==> src/rtl/trigger_pkg.sv <==
// Shared types and helpers for the multi-stage trigger sequencer.
package trigger_pkg;

    typedef enum logic [1:0] {
        StIdle,
        StArmed,
        StTriggered
    } trig_state_e;

    localparam logic MT_LEVEL = 1'b0;
    localparam logic MT_EDGE  = 1'b1;

    // Effective stage count: 0 behaves as 1, anything above max is capped.
    function automatic int unsigned clamp_stages(input int unsigned num,
                                                 input int unsigned max_stages);
        if (num == 0) begin
            return 1;
        end
        if (num > max_stages) begin
            return max_stages;
        end
        return num;
    endfunction

endpackage

==> src/rtl/trig_stage_match.sv <==
// Combinational match of one sample against one stage's mask/type/level config.
module trig_stage_match
    import trigger_pkg::*;
#(
    parameter int unsigned Size = 32
) (
    input  logic [Size-1:0] sample_i,
    input  logic [Size-1:0] prev_i,
    input  logic            prev_ok_i,
    input  logic [Size-1:0] mask_i,
    input  logic [Size-1:0] type_i,
    input  logic [Size-1:0] level_i,
    output logic            hit_o
);

    logic [Size-1:0] bit_ok;

    always_comb begin
        bit_ok = '0;
        for (int b = 0; b < Size; b++) begin
            if (!mask_i[b]) begin
                bit_ok[b] = 1'b1;
            end else if (type_i[b] == MT_EDGE) begin
                bit_ok[b] = prev_ok_i && (prev_i[b] != sample_i[b]) && (sample_i[b] == level_i[b]);
            end else begin
                bit_ok[b] = (sample_i[b] == level_i[b]);
            end
        end
    end

    assign hit_o = &bit_ok;

endmodule

==> src/rtl/trigger_seq.sv <==
// Multi-stage trigger sequencer: steps through configurable match stages and reports
// the trigger moment and the valid-sample index of the triggering sample.
module trigger_seq
    import trigger_pkg::*;
#(
    parameter int unsigned Size   = 32,
    parameter int unsigned Stages = 8,
    parameter int unsigned CntW   = 16,
    parameter int unsigned SaddrW = 24,
    localparam int unsigned StageW = (Stages > 1) ? $clog2(Stages) : 1,
    localparam int unsigned NumW   = $clog2(Stages) + 1
) (
    input  logic                   clk_i,
    input  logic                   rst_i,
    input  logic [Size-1:0]        sample_i,
    input  logic                   sample_valid_i,
    input  logic                   arm_i,
    input  logic                   abort_i,
    input  logic [NumW-1:0]        num_stages_i,
    input  logic [Stages*Size-1:0] stage_mask_i,
    input  logic [Stages*Size-1:0] stage_type_i,
    input  logic [Stages*Size-1:0] stage_level_i,
    input  logic [Stages*CntW-1:0] stage_count_i,
    output logic                   armed_o,
    output logic                   triggered_o,
    output logic                   trig_pulse_o,
    output logic [StageW-1:0]      cur_stage_o,
    output logic [SaddrW-1:0]      trigger_pos_o
);

    trig_state_e       state_q;
    logic [StageW-1:0] cur_stage_q;
    logic [CntW-1:0]   occ_q;
    logic [SaddrW-1:0] idx_q;
    logic [Size-1:0]   prev_q;
    logic              prev_ok_q;
    logic              triggered_q;
    logic              trig_pulse_q;
    logic [SaddrW-1:0] trigger_pos_q;

    logic [Size-1:0] sel_mask, sel_type, sel_level;
    logic [CntW-1:0] sel_count;
    logic            hit;
    logic [CntW:0]   occ_inc, occ_req;
    logic            reached, last_stage;
    logic [SaddrW-1:0] idx_d;
    int unsigned     eff_stages;

    // Only the current stage's config is routed to the single matcher.
    assign sel_mask  = stage_mask_i[int'(cur_stage_q)*Size +: Size];
    assign sel_type  = stage_type_i[int'(cur_stage_q)*Size +: Size];
    assign sel_level = stage_level_i[int'(cur_stage_q)*Size +: Size];
    assign sel_count = stage_count_i[int'(cur_stage_q)*CntW +: CntW];

    trig_stage_match #(
        .Size (Size)
    ) u_match (
        .sample_i  (sample_i),
        .prev_i    (prev_q),
        .prev_ok_i (prev_ok_q),
        .mask_i    (sel_mask),
        .type_i    (sel_type),
        .level_i   (sel_level),
        .hit_o     (hit)
    );

    always_comb begin
        occ_inc    = {1'b0, occ_q} + (CntW + 1)'(1);
        occ_req    = (sel_count == '0) ? (CntW + 1)'(1) : {1'b0, sel_count};
        reached    = (occ_inc >= occ_req);
        eff_stages = clamp_stages(32'(num_stages_i), Stages);
        last_stage = (32'(cur_stage_q) == eff_stages - 1);
        idx_d      = (&idx_q) ? idx_q : idx_q + SaddrW'(1);
    end

    always_ff @(posedge clk_i or posedge rst_i) begin
        if (rst_i) begin
            state_q       <= StIdle;
            cur_stage_q   <= '0;
            occ_q         <= '0;
            idx_q         <= '0;
            prev_q        <= '0;
            prev_ok_q     <= 1'b0;
            triggered_q   <= 1'b0;
            trig_pulse_q  <= 1'b0;
            trigger_pos_q <= '0;
        end else begin
            trig_pulse_q <= 1'b0;
            unique case (state_q)
                StIdle: begin
                    if (arm_i && !abort_i) begin
                        state_q     <= StArmed;
                        cur_stage_q <= '0;
                        occ_q       <= '0;
                        idx_q       <= '0;
                        prev_ok_q   <= 1'b0;
                        triggered_q <= 1'b0;
                    end
                end
                StArmed: begin
                    if (abort_i) begin
                        state_q     <= StIdle;
                        cur_stage_q <= '0;
                        occ_q       <= '0;
                    end else if (sample_valid_i) begin
                        prev_q    <= sample_i;
                        prev_ok_q <= 1'b1;
                        idx_q     <= idx_d;
                        if (hit) begin
                            if (reached) begin
                                occ_q <= '0;
                                if (last_stage) begin
                                    state_q       <= StTriggered;
                                    triggered_q   <= 1'b1;
                                    trig_pulse_q  <= 1'b1;
                                    trigger_pos_q <= idx_q;
                                end else begin
                                    cur_stage_q <= cur_stage_q + StageW'(1);
                                end
                            end else begin
                                occ_q <= occ_inc[CntW-1:0];
                            end
                        end
                    end
                end
                StTriggered: begin
                    if (abort_i) begin
                        state_q     <= StIdle;
                        triggered_q <= 1'b0;
                        cur_stage_q <= '0;
                    end else if (arm_i) begin
                        state_q     <= StArmed;
                        cur_stage_q <= '0;
                        occ_q       <= '0;
                        idx_q       <= '0;
                        prev_ok_q   <= 1'b0;
                        triggered_q <= 1'b0;
                    end
                end
                default: state_q <= StIdle;
            endcase
        end
    end

    assign armed_o       = (state_q == StArmed);
    assign triggered_o   = triggered_q;
    assign trig_pulse_o  = trig_pulse_q;
    assign cur_stage_o   = cur_stage_q;
    assign trigger_pos_o = trigger_pos_q;

endmodule

==> config.mk <==
export PLATFORM = sky130hd
export DESIGN_NAME = trigger_seq
export DESIGN_NICKNAME = d
export VERILOG_FILES = /design/src/rtl/trigger_pkg.sv /design/src/rtl/trig_stage_match.sv /design/src/rtl/trigger_seq.sv
export SDC_FILE = /design/constraint.sdc
export NUM_CORES = 1
export LEC_CHECK = 0
export CAP_MARGIN = 20
export CORE_AREA = 3 3 371 373
export DETAILED_ROUTE_END_ITERATION = 10
export DIE_AREA = 0 0 374 376
export DONT_BUFFER_PORTS = 1
export GPL_TIMING_DRIVEN = 0
export PLACE_DENSITY = 0.3
export REMOVE_ABC_BUFFERS = 1
export SLEW_MARGIN = 25
export SYNTH_ARGS = -nofsm -noshare
export SYNTH_HDL_FRONTEND = slang
export SYNTH_SLANG_ARGS = --single-unit
==> constraint.sdc <==
create_clock -name clk_i -period 13.8 [get_ports clk_i]
set_input_delay 2.76 -clock clk_i [delete_from_list [all_inputs] [get_ports clk_i]]
set_output_delay 2.76 -clock clk_i [all_outputs]
set_load 0.005 [all_outputs]
==> After elaboration in Yosys (flattened, before gate mapping) <==
Index checks and enable logic that the tools add are counted.
{ "word_totals": {"ff_bits": 104, "out_inout_bits": 30, "elab_cells": 306} }
{ "op_classes": {"addsub": 4, "n_lt_le_gt_ge": 2, "eq_ne": 82, "shift": 4, "mux": 124, "n_bitwise": 1, "n_reduce_logical": 80} }
{ "op_table": {"columns": ["op", "count"], "rows": [
  ["$shiftx 256x9->32", 3],
  ["$mux 24", 6],
  ["$mux 16", 8],
  ["$shiftx 128x8->16", 1],
  ["$mux 32", 3],
  ["$mux 1", 85],
  ["$pmux 24 s3", 1],
  ["$logic_and 1x1->1", 65],
  ["$pmux 16 s3", 1],
  ["$reduce_and 37->1", 1],
  ["$eq 1x1->1", 32],
  ["$eq 3x32->1", 1],
  ["$ne 1x1->1", 32],
  ["$reduce_and 32->1", 1],
  ["$sub 32x1->32 const B", 1],
  ["$add 24x1->24 const B", 1],
  ["$mux 3", 8],
  ["$reduce_and 24->1", 1],
  ["$reduce_and 6->1", 3],
  ["$add 16x1->17 const B", 1],
  ["$ge 17x16->1", 1],
  ["$logic_not 16->1", 1],
  ["$mux 2", 8],
  ["$reduce_and 7->1", 2],
  ["18 further kinds", 30]
]} }

==> Longest topological paths before layout <==
{ "logic_depth": {"ltp_word": 13, "ltp_mapped": 25} }

==> Modules after synthesis <==
Synthesis repeated with hierarchy kept, for this count alone.
{ "hier_totals": {"hier_cells": 1041, "area_unflattened_um2": 13013.7} }
{ "by_module_without_submodules": {"columns": ["module", "instances", "cells_each", "area_each_um2", "seq_area_each_um2"], "rows": [
  ["trigger_seq", 1, 884, 12027.8, 2602.5],
  ["trig_stage_match", 1, 157, 985.9, 0.0]
]} }

==> Least setup slack after synthesis <==
OpenSTA, ideal clock, no wires.
{ "synth_timing": {"path_type": "input -> register", "start": "in stage_count_i[121]", "end": "reg trigger_pos_q[10] (netlist: trigger_pos_o[10])", "setup_ns": 0.125, "t_arrival_ns": 5.962, "path_slack_ns": 7.712, "cell_stages": 17, "cell_sequence": "mux4_2 mux2i_1 nand4_1 or4_1 nand2_1 ha_1 nor2b_1 o21a_1 o21a_1 o21a_1 o21a_1 o2111ai_1 and2_1 and3b_4 nand2_4 buf_6 mux2_4"} }
{ "synth_between": {"elab_chain_cells": 5} }
{ "synth_lines": {"columns": ["element", "line_no", "source"], "rows": [
  ["from (decl)", "trigger_seq.sv:23", "input logic [Stages*CntW-1:0] stage_count_i,"],
  ["$shiftx 128x8->16 (*)", "trigger_seq.sv:53", "assign sel_count = stage_count_i[int'(cur_stage_q)*CntW +: CntW];"],
  ["$logic_not 16->1", "trigger_seq.sv:69", "occ_req = (sel_count == '0) ? (CntW + 1)'(1) : {1'b0, sel_count};"],
  ["$mux 16 (*)", "trigger_seq.sv:69", null],
  ["$ge 17x16->1 (*)", "trigger_seq.sv:70", "reached = (occ_inc >= occ_req);"],
  ["$reduce_and 37->1 (no source line) (*)", null, null],
  ["to (signal assigned)", "trigger_seq.sv:116", "trigger_pos_q <= idx_q;"],
  ["to (decl)", "trigger_seq.sv:39", "logic [SaddrW-1:0] trigger_pos_q;"]
]} }
Every way passes the cells marked *; elsewhere a longest branch is shown, timed or not.
A chain may end at the register's enable or synchronous reset.

==> Worst setup path after layout <==
{ "layout_timing": {"start": "in stage_type_i[124]", "end": "reg trigger_pos_q[7] (netlist: trigger_pos_o[7])"} }
{ "layout_between": {"elab_chain_cells": 4} }
{ "layout_lines": {"columns": ["element", "line_no", "source"], "rows": [
  ["from (decl)", "trigger_seq.sv:21", "input logic [Stages*Size-1:0] stage_type_i,"],
  ["$shiftx 256x9->32", "trigger_seq.sv:51", "assign sel_type = stage_type_i[int'(cur_stage_q)*Size +: Size];"],
  ["$mux 1", "trig_stage_match.sv:23", "end else if (type_i[b] == MT_EDGE) begin"],
  ["$mux 1", "trig_stage_match.sv:21", "if (!mask_i[b]) begin"],
  ["$reduce_and 37->1 (no source line)", null, null]
]} }
Every way passes these cells.

==> results.py <==
metrics = {
    "status": {
        "status": "complete, no violations",
    },
    "synth": {
        "async_flop_share_pct": 100,
        "syn_inst": 1465,
        "netlist_area_um2": 14400,
        "synth_area_leaders": "mux4_2, dfrtp_1, xor2_1, mux2i_1, o21ai_0",
        "synth_top_family_by_area": "multiplexers",
        "ys_ff_latch": 104,
        "synth_flop_cell": "dfrtp_1",
        "synth_fa_ha_area_share_pct": 1.82,
        "yosysTopAreaCellShare_pct": 26.4,
        "synthXorXnorAreaFrac_pct": 8.21,
        "synth_edf_count": 0,
        "synth_cell_types": 72,
        "seq_area_frac_synth_pct": 18.1,
        "synth.largest_area_cell": "mux4_2",
        "syn_area_per_cell_um2": 9.84,
        "synth_compound_area_share_pct": 14.1,
        "yosysWarnings": 0,
        "synth_mux_area_share_pct": 38.5,
        "synthSimpleGateAreaFrac_pct": 14.9,
    },
    "clocking": {
        "cts_tree": "built",
        "clockRootBuffer": "clkbuf_16",
        "cts_resized": 0,
        "cts_setup_buffers": 0,
        "clk_pin_slew_ps": 100,
        "hold_buffers": 0,
        "cts_buffer_depth": 2,
        "clk_latency_ps": 420,
        "clock_sinks": 104,
        "numCtsBuffers": 9,
        "htreeDepth": 3,
    },
    "drt": {
        "wl_per_cell_um": 28.9,
        "wirelength_mm": 92.7,
        "vias": 13100,
        "postRouteAntennaNets": 0,
        "met2_length_mm": 44.8,
        "first_iter_violations": 836,
        "via_per_inst": 4.09,
        "m1WireLength_mm": 35.8,
        "routed.top_layer": "met5",
        "dr.pass1.iters": 5,
        "route.detailed.drc": 0,
        "dr_wl_met3_mm": 9.21,
    },
    "die": {
        "coreArea_um2": 135000,
        "initial_utilization_pct": 10.7,
        "rows": 135,
        "dieArea_um2": 141000,
        "fp.dieW_um": 374,
        "die_h_um": 376,
        "ios": 967,
    },
    "critical_path": {
        "crit_path_end_kind": "flop",
        "crit_type": "in2reg",
        "crit_required_ps": 14100,
        "r2r_slack_ps": 7630,
        "start_kind": "input port",
        "rr_startpoint": "cur_stage_o[0]",
        "r2r-end": "trigger_pos_o[7]",
        "cp_max_fo": 25,
        "reg2reg_depth": 12,
        "startpoint": "stage_type_i[124]",
        "cp.arrival_ps": 7410,
        "endpoint": "trigger_pos_o[7]",
    },
    "grt": {
        "overflow": 0,
        "grt_pass1_wl_mm": 121,
        "grt_pass1_vias": 13300,
        "grtUsageTotal_pct": 12.5,
        "antenna_found_initial": 74,
        "grt_max_degree": 68,
    },
    "sta": {
        "finClkSkew_ps": 26.3,
        "hold_viol": 0,
        "timing.final.ws_setup_ps": 6690,
        "drv_slew": 0,
        "timing.final.crit_share_pct": 51.5,
        "tightest_slew_ps": 1060,
        "slew_headroom_pct": 29.6,
        "rsz0062_at_grt": "no",
        "fin_crit_ps": 7110,
        "fin_tns_setup_ps": 0,
        "fmax_mhz": 141,
        "setup_viol": 0,
    },
    "placed_design": {
        "dp_hpwl_mm": 81.7,
        "place_congestion": 0.917,
        "io_buffers": 0,
        "pre_cts_ws_ps": 6000,
        "place_area_um2": 16700,
    },
    "cells_and_area": {
        "fin_area_um2": 17100,
        "final_util_pct": 12.7,
        "final_nets": 2355,
        "final_cell_mix": "mux4_2, nand2_1, xor2_1",
        "drive_gt1_share_pct": 21.8,
        "area_growth_pct": 18.7,
        "mostFrequentLayoutCell": "mux4_2",
    },
    "flow_run": {
        "maxCapViolations": 0,
    },
    "pwr": {
        "p_leak_nw": 5.59,
        "ir_drop_uv": 63.2,
        "p_per_area_nw_per_um2": 56.3,
    },
    "min_path": {
        "hp-class": "reg2reg",
    },
}
## cell type report
type / count / area [um^2]
multi-input cells: 1229 / 11200
inverters: 31 / 131
well taps: 1781 / 2230
fillers: 15200 / 118000
clock buffers: 9 / 225
repair buffers: 22 / 543
diodes: 30 / 75.1
clock inverters: 7 / 86.3
flip-flops and latches: 104 / 2620
## worst min-delay path by stage
stage / endpoint / start / depth (start not counted)
floorplan: prev_q[19] / prev_q[19] / 2
global placement: prev_q[18] / prev_q[18] / 2
detailed placement: prev_q[14] / prev_q[14] / 2
CTS: prev_q[14] / prev_q[14] / 2
global route: prev_q[13] / prev_q[13] / 2
finish: prev_q[14] / prev_q[14] / 2
## stage by stage
step	std cells	power [mW]	hold slack, ps
global placement	3145	0.656	473
detailed placement	3167	0.671	479
finish	3213	0.964	501
global route	3197	1.03	527
CTS	3183	1.00	505
floorplan	1364	0.548	459
## worst max-delay path, cell delays in order
cell and delay [ps]:
mux2_2 260, a22oi_1 630, a221oi_1 280, a2111oi_0 740, and4b_1 420, nand4_1 390
nor4_4 800, and3b_4 390, nand2_4 280, mux2_4 400
## routing by layer
| layer | track usage (%) | up-vias |
|---|---|---|
| met5 | 0 | - |
| met4 | 4.01 | 46 |
| met3 | 5.03 | 144 |
| met2 | 21.0 | 806 |
| met1 | 14.6 | 6612 |
| li1 | - | 5535 |
## cells in the mapped netlist, types with 30 or more instances
| cell | n |
|---|---|
| nand3_1 | 34 |
| nor2_1 | 67 |
| nand2b_1 | 44 |
| xor2_1 | 125 |
| nand2_1 | 152 |
| mux2i_1 | 101 |
| a21oi_1 | 35 |
| mux2_2 | 40 |
| o21ai_0 | 124 |
| inv_1 | 30 |
| dfrtp_1 | 104 |
| mux4_2 | 169 |
| clkbuf_1 | 55 |
| o211ai_1 | 34 |
## sequential cells by signal, summed over array words and instances, names as in the netlist
register / cells
prev_ok_q: 1
prev_q: 32
triggered_o: 1
trig_pulse_o: 1
cur_stage_o: 3
idx_q: 24
occ_q: 16
state_q: 2
trigger_pos_o: 24
## power breakdown
part           leakage [nW]  total [mW]  internal [mW]  switching [mW]
Clock                 0.154       0.306          0.133           0.173
Sequential             1.40       0.362          0.332          0.0305
Combinational          4.04       0.295          0.132           0.163
## cell families (layout without fill, tap and decap cells)
logic type,count (synthesis),after routing
compound gates,316,316
xor+xnor,135,135
fa+ha+maj,21,21
buf+inv,132,69
flops,104,104
mux,329,329
other cells,0,30
simple gates,428,428
Note: power is estimated with default switching activity, not from simulation.
